## config.mk

```make
export PLATFORM = sky130hd
export DESIGN_NAME = alu_seq
export DESIGN_NICKNAME = d
export VERILOG_FILES = /design/src/rtl/alu_seq.sv
export SDC_FILE = /design/constraint.sdc
export NUM_CORES = 1
export LEC_CHECK = 0
export ABC_AREA = 0
export BUFFER_PORTS_ARGS = -buffer_cell sky130_fd_sc_hd__buf_2
export CAP_MARGIN = 30
export CORE_MARGIN = 2
export CORE_UTILIZATION = 40
export CTS_BUF_LIST = sky130_fd_sc_hd__clkbuf_8
export CTS_CLUSTER_SIZE = 12
export DETAILED_ROUTE_END_ITERATION = 8
export PLACE_DENSITY = 0.68
export SYNTH_ARGS = -nofsm -noshare
export SYNTH_HDL_FRONTEND = slang
export SYNTH_SLANG_ARGS = --single-unit
```

## constraint.sdc

```tcl
create_clock -name clk -period 2.4 [get_ports clk]
set_input_delay 0.36 -clock clk [delete_from_list [all_inputs] [get_ports clk]]
set_output_delay 0.36 -clock clk [all_outputs]
set_load 0.02 [all_outputs]
```

## src/rtl/alu_seq.sv

```systemverilog
// alu_seq: registered ALU with valid/ready handshakes on both sides.
// Single-cycle ops finish in one clock. MUL can optionally run as an
// iterative shift-add multiply over WIDTH clocks. Result and Z/N/C/V flags
// are held until the consumer takes them.
module alu_seq #(
  parameter int WIDTH  = 4,
  parameter bit MUL_EN = 1'b1
) (
  input  logic             clk,
  input  logic             rst_n,
  input  logic             in_valid,
  output logic             in_ready,
  input  logic [WIDTH-1:0] a,
  input  logic [WIDTH-1:0] b,
  input  logic [2:0]       alu_sel,
  output logic             out_valid,
  input  logic             out_ready,
  output logic [WIDTH-1:0] result,
  output logic [3:0]       flags
);

  localparam int SHW = $clog2(WIDTH);
  localparam logic [SHW-1:0] LAST_STEP = SHW'(WIDTH - 1);

  typedef enum logic [1:0] {IDLE, BUSY, DONE} state_t;

  state_t             r_state;
  state_t             w_nextState;
  logic               w_accept;
  logic               w_startMul;

  logic [WIDTH-1:0]   r_result;
  logic [3:0]         r_flags;

  logic [2*WIDTH-1:0] r_accum;
  logic [2*WIDTH-1:0] r_mcand;
  logic [WIDTH-1:0]   r_mplier;
  logic [SHW-1:0]     r_count;
  logic [2*WIDTH-1:0] w_accumNext;
  logic [WIDTH-1:0]   w_mulResult;
  logic [3:0]         w_mulFlags;

  logic [WIDTH:0]     w_sum;
  logic [WIDTH:0]     w_diff;
  logic [WIDTH:0]     w_shl;
  logic [WIDTH-1:0]   w_opResult;
  logic [3:0]         w_opFlags;
  logic               w_c;
  logic               w_v;

  // The spare top bit catches the ADD carry, the SUB borrow and the last bit shifted out by SHL.
  assign w_sum  = {1'b0, a} + {1'b0, b};
  assign w_diff = {1'b0, a} - {1'b0, b};
  assign w_shl  = {1'b0, a} << b[SHW-1:0];

  assign w_startMul = MUL_EN && (alu_sel == 3'b111);

  // One shift-add step: add the shifted multiplicand when the current multiplier bit is set.
  assign w_accumNext = r_accum + (r_mplier[0] ? r_mcand : '0);
  assign w_mulResult = w_accumNext[WIDTH-1:0];
  assign w_mulFlags  = {w_mulResult == '0, w_mulResult[WIDTH-1],
                        |w_accumNext[2*WIDTH-1:WIDTH], 1'b0};

  // Single-cycle result and flags for the operation currently on the inputs.
  always_comb begin
    w_opResult = '0;
    w_c        = 1'b0;
    w_v        = 1'b0;
    case (alu_sel)
      3'b000: begin
        w_opResult = w_sum[WIDTH-1:0];
        w_c        = w_sum[WIDTH];
        w_v        = (a[WIDTH-1] == b[WIDTH-1]) && (w_sum[WIDTH-1] != a[WIDTH-1]);
      end
      3'b001: begin
        w_opResult = w_diff[WIDTH-1:0];
        w_c        = w_diff[WIDTH];
        w_v        = (a[WIDTH-1] != b[WIDTH-1]) && (w_diff[WIDTH-1] != a[WIDTH-1]);
      end
      3'b010: w_opResult = a & b;
      3'b011: w_opResult = a | b;
      3'b100: w_opResult = ~a;
      3'b101: w_opResult = a ^ b;
      3'b110: begin
        w_opResult = w_shl[WIDTH-1:0];
        w_c        = w_shl[WIDTH];
      end
      default: w_opResult = '0;
    endcase
    w_opFlags = {w_opResult == '0, w_opResult[WIDTH-1], w_c, w_v};
  end

  // Handshake outputs and next state. In DONE, a new operation can be accepted in the same cycle the result is taken.
  always_comb begin
    w_nextState = r_state;
    in_ready    = 1'b0;
    out_valid   = 1'b0;
    case (r_state)
      IDLE: in_ready = 1'b1;
      DONE: begin
        out_valid = 1'b1;
        in_ready  = out_ready;
      end
      default: ;
    endcase
    w_accept = in_valid && in_ready;
    case (r_state)
      IDLE, DONE: begin
        if (w_accept)
          w_nextState = w_startMul ? BUSY : DONE;
        else if (r_state == DONE && out_ready)
          w_nextState = IDLE;
      end
      BUSY: if (r_count == LAST_STEP) w_nextState = DONE;
      default: w_nextState = IDLE;
    endcase
  end

  // State register.
  always_ff @(posedge clk or negedge rst_n) begin
    if (!rst_n) r_state <= IDLE;
    else        r_state <= w_nextState;
  end

  // Datapath: capture operands when a MUL is accepted, step the multiply while busy, and load the result registers.
  always_ff @(posedge clk or negedge rst_n) begin
    if (!rst_n) begin
      r_result <= '0;
      r_flags  <= '0;
      r_accum  <= '0;
      r_mcand  <= '0;
      r_mplier <= '0;
      r_count  <= '0;
    end else if (r_state == BUSY) begin
      r_accum  <= w_accumNext;
      r_mcand  <= r_mcand << 1;
      r_mplier <= r_mplier >> 1;
      r_count  <= r_count + 1'b1;
      if (r_count == LAST_STEP) begin
        r_result <= w_mulResult;
        r_flags  <= w_mulFlags;
      end
    end else if (w_accept) begin
      if (w_startMul) begin
        r_accum  <= '0;
        r_mcand  <= {{WIDTH{1'b0}}, a};
        r_mplier <= b;
        r_count  <= '0;
      end else begin
        r_result <= w_opResult;
        r_flags  <= w_opFlags;
      end
    end
  end

  assign result = r_result;
  assign flags  = r_flags;

endmodule

```

After elaboration in Yosys (flattened, before gate mapping)
Index checks and enable logic that the tools add are counted.
W data, S select, Z words.

word-level totals
  input bits = 15
  output and inout port bits = 10
  word-level logic and storage cells = 79
  register bits = 32

operators by class
  equal/unequal tests = 17
  shifts and indexed selects = 1
  mux-type cells = 31
  reductions and logical operators = 15
  add/sub/neg operators = 4
  bitwise logic cells = 4

operators with widths
  cell                  number
  $mux W8               7
  $mux W4               11
  $pmux W4 S7           1
  $mux W2               7
  $eq A3 B3 Y1 const B  4
  $add A8 B8 Y8         1
  $logic_not A4 Y1      2
  $eq A3 B2 Y1 const B  2
  $add A4 B4 Y5         1
  $shl A4 B2 Y5         1
  $sub A4 B4 Y5         1
  $and A4 B4 Y4         1
  $eq A2 B2 Y1 const B  2
  $logic_and A1 B1 Y1   4
  $not A4 Y4            1
  $or A4 B4 Y4          1
  $pmux W1 S2           2
  $pmux W2 S2           1
  $reduce_and A2 Y1     2
  $reduce_bool A2 Y1    2
  $reduce_or A4 Y1      1
  $xor A4 B4 Y4         1
  $eq A3 B1 Y1 const B  1
  $logic_not A3 Y1      1
  other kinds (12)      14

Longest topological paths before layout
  depth after elaboration = 7
  mapped depth = 10
  mapped depth without buffers = 10

Worst setup path after synthesis
OpenSTA, ideal clock, no wires.

  path type = register to register
  start point = register r_mplier[0]
  end point = register r_flags[1] (netlist: flags[1])
  setup time = 0.126 ns
  buffers on the path = 0
  period minus slack after synthesis = 2.204 ns
  data arrival time = 2.078 ns
  required time = 2.274 ns
  cell stages (with the launch flop) = 11
  slack = 0.196 ns
  path through = dfrtp_1 and2_1 ha_1 inv_1 fa_1 nand2b_1 a21oi_1 o22ai_1 xor2_1 nor2_1 o32a_1

on the way
  word-level cells in the longest chain between the ends = 5

RTL lines
  element                 line  RTL
  start, declared         37    logic [WIDTH-1:0] r_mplier;
  start signal, assigned  137   r_mplier <= r_mplier >> 1;
  $mux W8                 59    assign w_accumNext = r_accum + (r_mplier[0] ? r_mcand : '0);
  $add A8 B8 Y8           59
  $reduce_or A4 Y1        62    |w_accumNext[2*WIDTH-1:WIDTH], 1'b0};
  $mux W4                 139   if (r_count == LAST_STEP) begin
  $mux W4                 134   end else if (r_state == BUSY) begin
  end signal, assigned    141   r_flags <= w_mulFlags;
  end signal, assigned    151   r_flags <= w_opFlags;
  end, declared           33    logic [3:0] r_flags;

No other way between the ends. The select of a mux whose other input is x is not followed.
A chain may end at the register's enable or synchronous reset.

Final worst setup path
  start point = register r_mcand[0]
  end point = register r_flags[1] (netlist: flags[1])

on the way
  word-level cells in the longest chain between the ends = 5

RTL lines
  element                 line  RTL
  start, declared         36    logic [2*WIDTH-1:0] r_mcand;
  start signal, assigned  136   r_mcand <= r_mcand << 1;
  start signal, assigned  146   r_mcand <= {{WIDTH{1'b0}}, a};
  $mux W8                 59
  $add A8 B8 Y8           59
  $reduce_or A4 Y1        62
  $mux W4                 139
  $mux W4                 134

No other way between the ends. The select of a mux whose other input is x is not followed.

==> summary.txt <==
Number of synthesized flops with an enable pin = 0
Hold_ws = 0.1139 ns
Core Footprint = 5851 um2
Worst slew pin tran = 0.6661 ns
Worst-path maximum fanout = 3
# nets final = 350
Final worst-path cycle share = 95.43%
Chip width = 81.54 um
Largest net degree at the start of global routing = 32
Htree depth = 2
Setup Skew = 0.006919 ns
Clk pin slew, worst setup/hold paths = 0.07 ns
Num Clock Sinks = 31
Worst slew margin = 55.60%
DR WL/cell = 14.57 um
VDD IR max = 0.0005192 V
Register area share after synthesis = 32.26%
Vias in the first global route = 1921
Total grt overflow = 0
GP Congestion = 0.8759
Row count = 28
Fraction of registers with async set/reset = 100.0%
Syn Nets = 320
Pwr dens = 915.2 nW/um2
Die area = 6648 um2
Slew Limit Fails = 0
Gr usage total = 17.66%
Dominant cell type by area after synthesis = dfrtp_1
Worst setup SP type = flip-flop
Netlist cell types = 56
Vias per std cell = 5.525
IO Port Bufs = 24
Lkg Pwr = 1.338 nW
Ant diodes = 0
Die H = 81.54 um
Synth top area cells = dfrtp_1, ha_1, nor2_1
CTS tree = built
CP Data Arrival Time = 2.45 ns
Drt drc = 0
Post-DP HPWL = 4284 um
Syn Area/Cell = 8.558 um2
#FFs+latches synth = 31
Mapped cell area = 2405 um2
CP endpoint kind = flip-flop
Post-synth top area share = 32.26%
First-pass GRT wire length = 9101 um
Final Setup Violations = 0
Synth Flop Type = dfrtp_1
HP Class = input pin to asynchronous set/reset pin
Status = finished clean
Cells after synthesis = 281
Cell Count Post-Placement = 378
Final std cells w/o fill = 387
Req. time, crit path = 2.56 ns
Vias = 2138
Initial antenna violation count = 0
F_max = 436.6 MHz
Clock buffer depth = 2
Synth warn = 0
Initial DRC Count = 162
Clock Latency Late Sink = 0.28 ns
Share of layout cells above drive strength 1 = 17.63%
Routed WL = 5639 um
Worst Setup Path Type = flip-flop to flip-flop
Min Tclk post-route = 2.290 ns
Initial Util = 41.10%
Final hold violations = 0
CTS root buf = clkbuf_8
Drt pass-1 iters = 5
Max_cap viols = 0
Area grow syn2layout = 14.98%
Total CTS buffers = 5
# IOs = 25
Post-route ant nets = 0
## cell families after synthesis
logic type,count (synthesis),synth area share (%)
buffers and inverters,31,5.983
AOI/OAI and AO/OA,74,19.82
DFF,31,32.26
xor gates and xnor gates,8,2.914
and+or+nand+nor,103,21.12
muxes,10,4.474
adders and majority gates,24,13.42
## report_power, final
part	internal, mW	switching, mW
clock	0.257	0.183
sequential	0.738	0.147
combinational	0.520	0.685
total	1.52	1.01
## final timing paths
check,cells after the start,slack [ns],end,startpoint
hold / removal,1,0.11,r_state[1]$_DFFE_PN0P_,rst_n
setup / recovery,10,0.11,flags[1]$_DFFE_PN0P_,r_mcand[0]$_DFFE_PN0P_
setup reg to reg,10,0.11,flags[1]$_DFFE_PN0P_,r_mcand[0]$_DFFE_PN0P_
min in group clk,3,0.38,r_state[1]$_DFFE_PN0P_,out_ready
hold reg to reg,2,0.48,flags[0]$_DFFE_PN0P_,flags[0]$_DFFE_PN0P_
max in group asynchronous,1,1.84,r_accum[4]$_DFFE_PN0P_,rst_n
## worst max-delay path, stage by stage, from the launching register on
cell,delay (ns)
dfrtp_1,0.39
and2_1,0.14
ha_1,0.18
inv_1,0.07
fa_1,0.41
nand2b_4,0.17
a21oi_2,0.14
o22ai_1,0.11
xor2_1,0.15
nor2_1,0.08
o32a_1,0.34
## metal layers
metal	wire length [um]	part of all wire, %	track usage, %	up-vias
met5	0	0	0	-
met4	28	0.50	3.390	0
met3	251	4.5	2.857	4
met2	2651	47	28.85	57
met1	2707	48	24.73	1029
li1	-	-	-	1048
## cells in the mapped netlist (all sizes together), types with 2 or more instances
master  instances
mux2i           7
nand2b          7
a221oi          2
a22o            2
a31oi           2
a21o            4
and2            7
fa              3
o22ai           8
o211ai          2
mux2            3
nor2b           5
xor2            3
o31ai           2
a211o           2
a21oi          17
nor2           32
buf             8
nor3b           2
ha             21
nand3           3
xnor2           5
dfrtp          31
nand2          30
nand4           4
inv            17
nor3            5
o21ai          23
clkbuf          6
## cells in the final DEF (no fill, tap or decap), drive strengths merged, types with 3 or more instances in the layout
cell	count
o22ai	8
o21ai	23
nor2b	5
xor2	3
nand2	30
nand4	4
nand2b	7
a21oi	17
nand3	3
buf	37
nor3	5
xnor2	5
dfrtp	31
fa	3
a21o	4
nor2	32
clkbuf	7
mux2i	7
ha	21
inv	18
mux2	3
and2	7
## what timing repair did
| item | CTS | global route |
|---|---|---|
| hold buffers | 0 | 0 |
| gates resized for setup | 0 | 5 |
| setup endpoints to repair | 0 | 1 |
| setup buffers | 0 | 1 |
## per-stage QoR
step | power, mW | setup WS (ns) | cell area [um2] | TNS, ns | utilization, %
2_1_floorplan | 1.740 | 0.1959 | 2405 | 0 | -
3_3_place_gp | 2.021 | 0.1063 | 2641 | 0 | 45.15
3_5_place_dp | 2.049 | 0.07536 | 2641 | 0 | 45.15
4_1_cts | 2.493 | 0.07775 | 2741 | 0 | 46.86
5_1_grt | 2.733 | -0.008493 | 2765 | -0.008493 | 47.26
6_report | 2.531 | 0.1097 | 2765 | 0 | 47.26
## final cells by class
type	count	area [um2]
clock inverters	1	3.754
clock buffers	7	96.34
fillers	557	3085
repair buffers	37	230.2
inverters	17	63.81
well taps	75	93.84
flip-flops and latches	31	775.7
multi-input cells	219	1501
## registers in the layout (all words and copies together) (netlist names)
register	flops
r_mplier	4
flags	4
result	3
r_accum	8
r_count	2
r_mcand	8
r_state	2
Note: power is estimated with default switching activity, not from simulation.
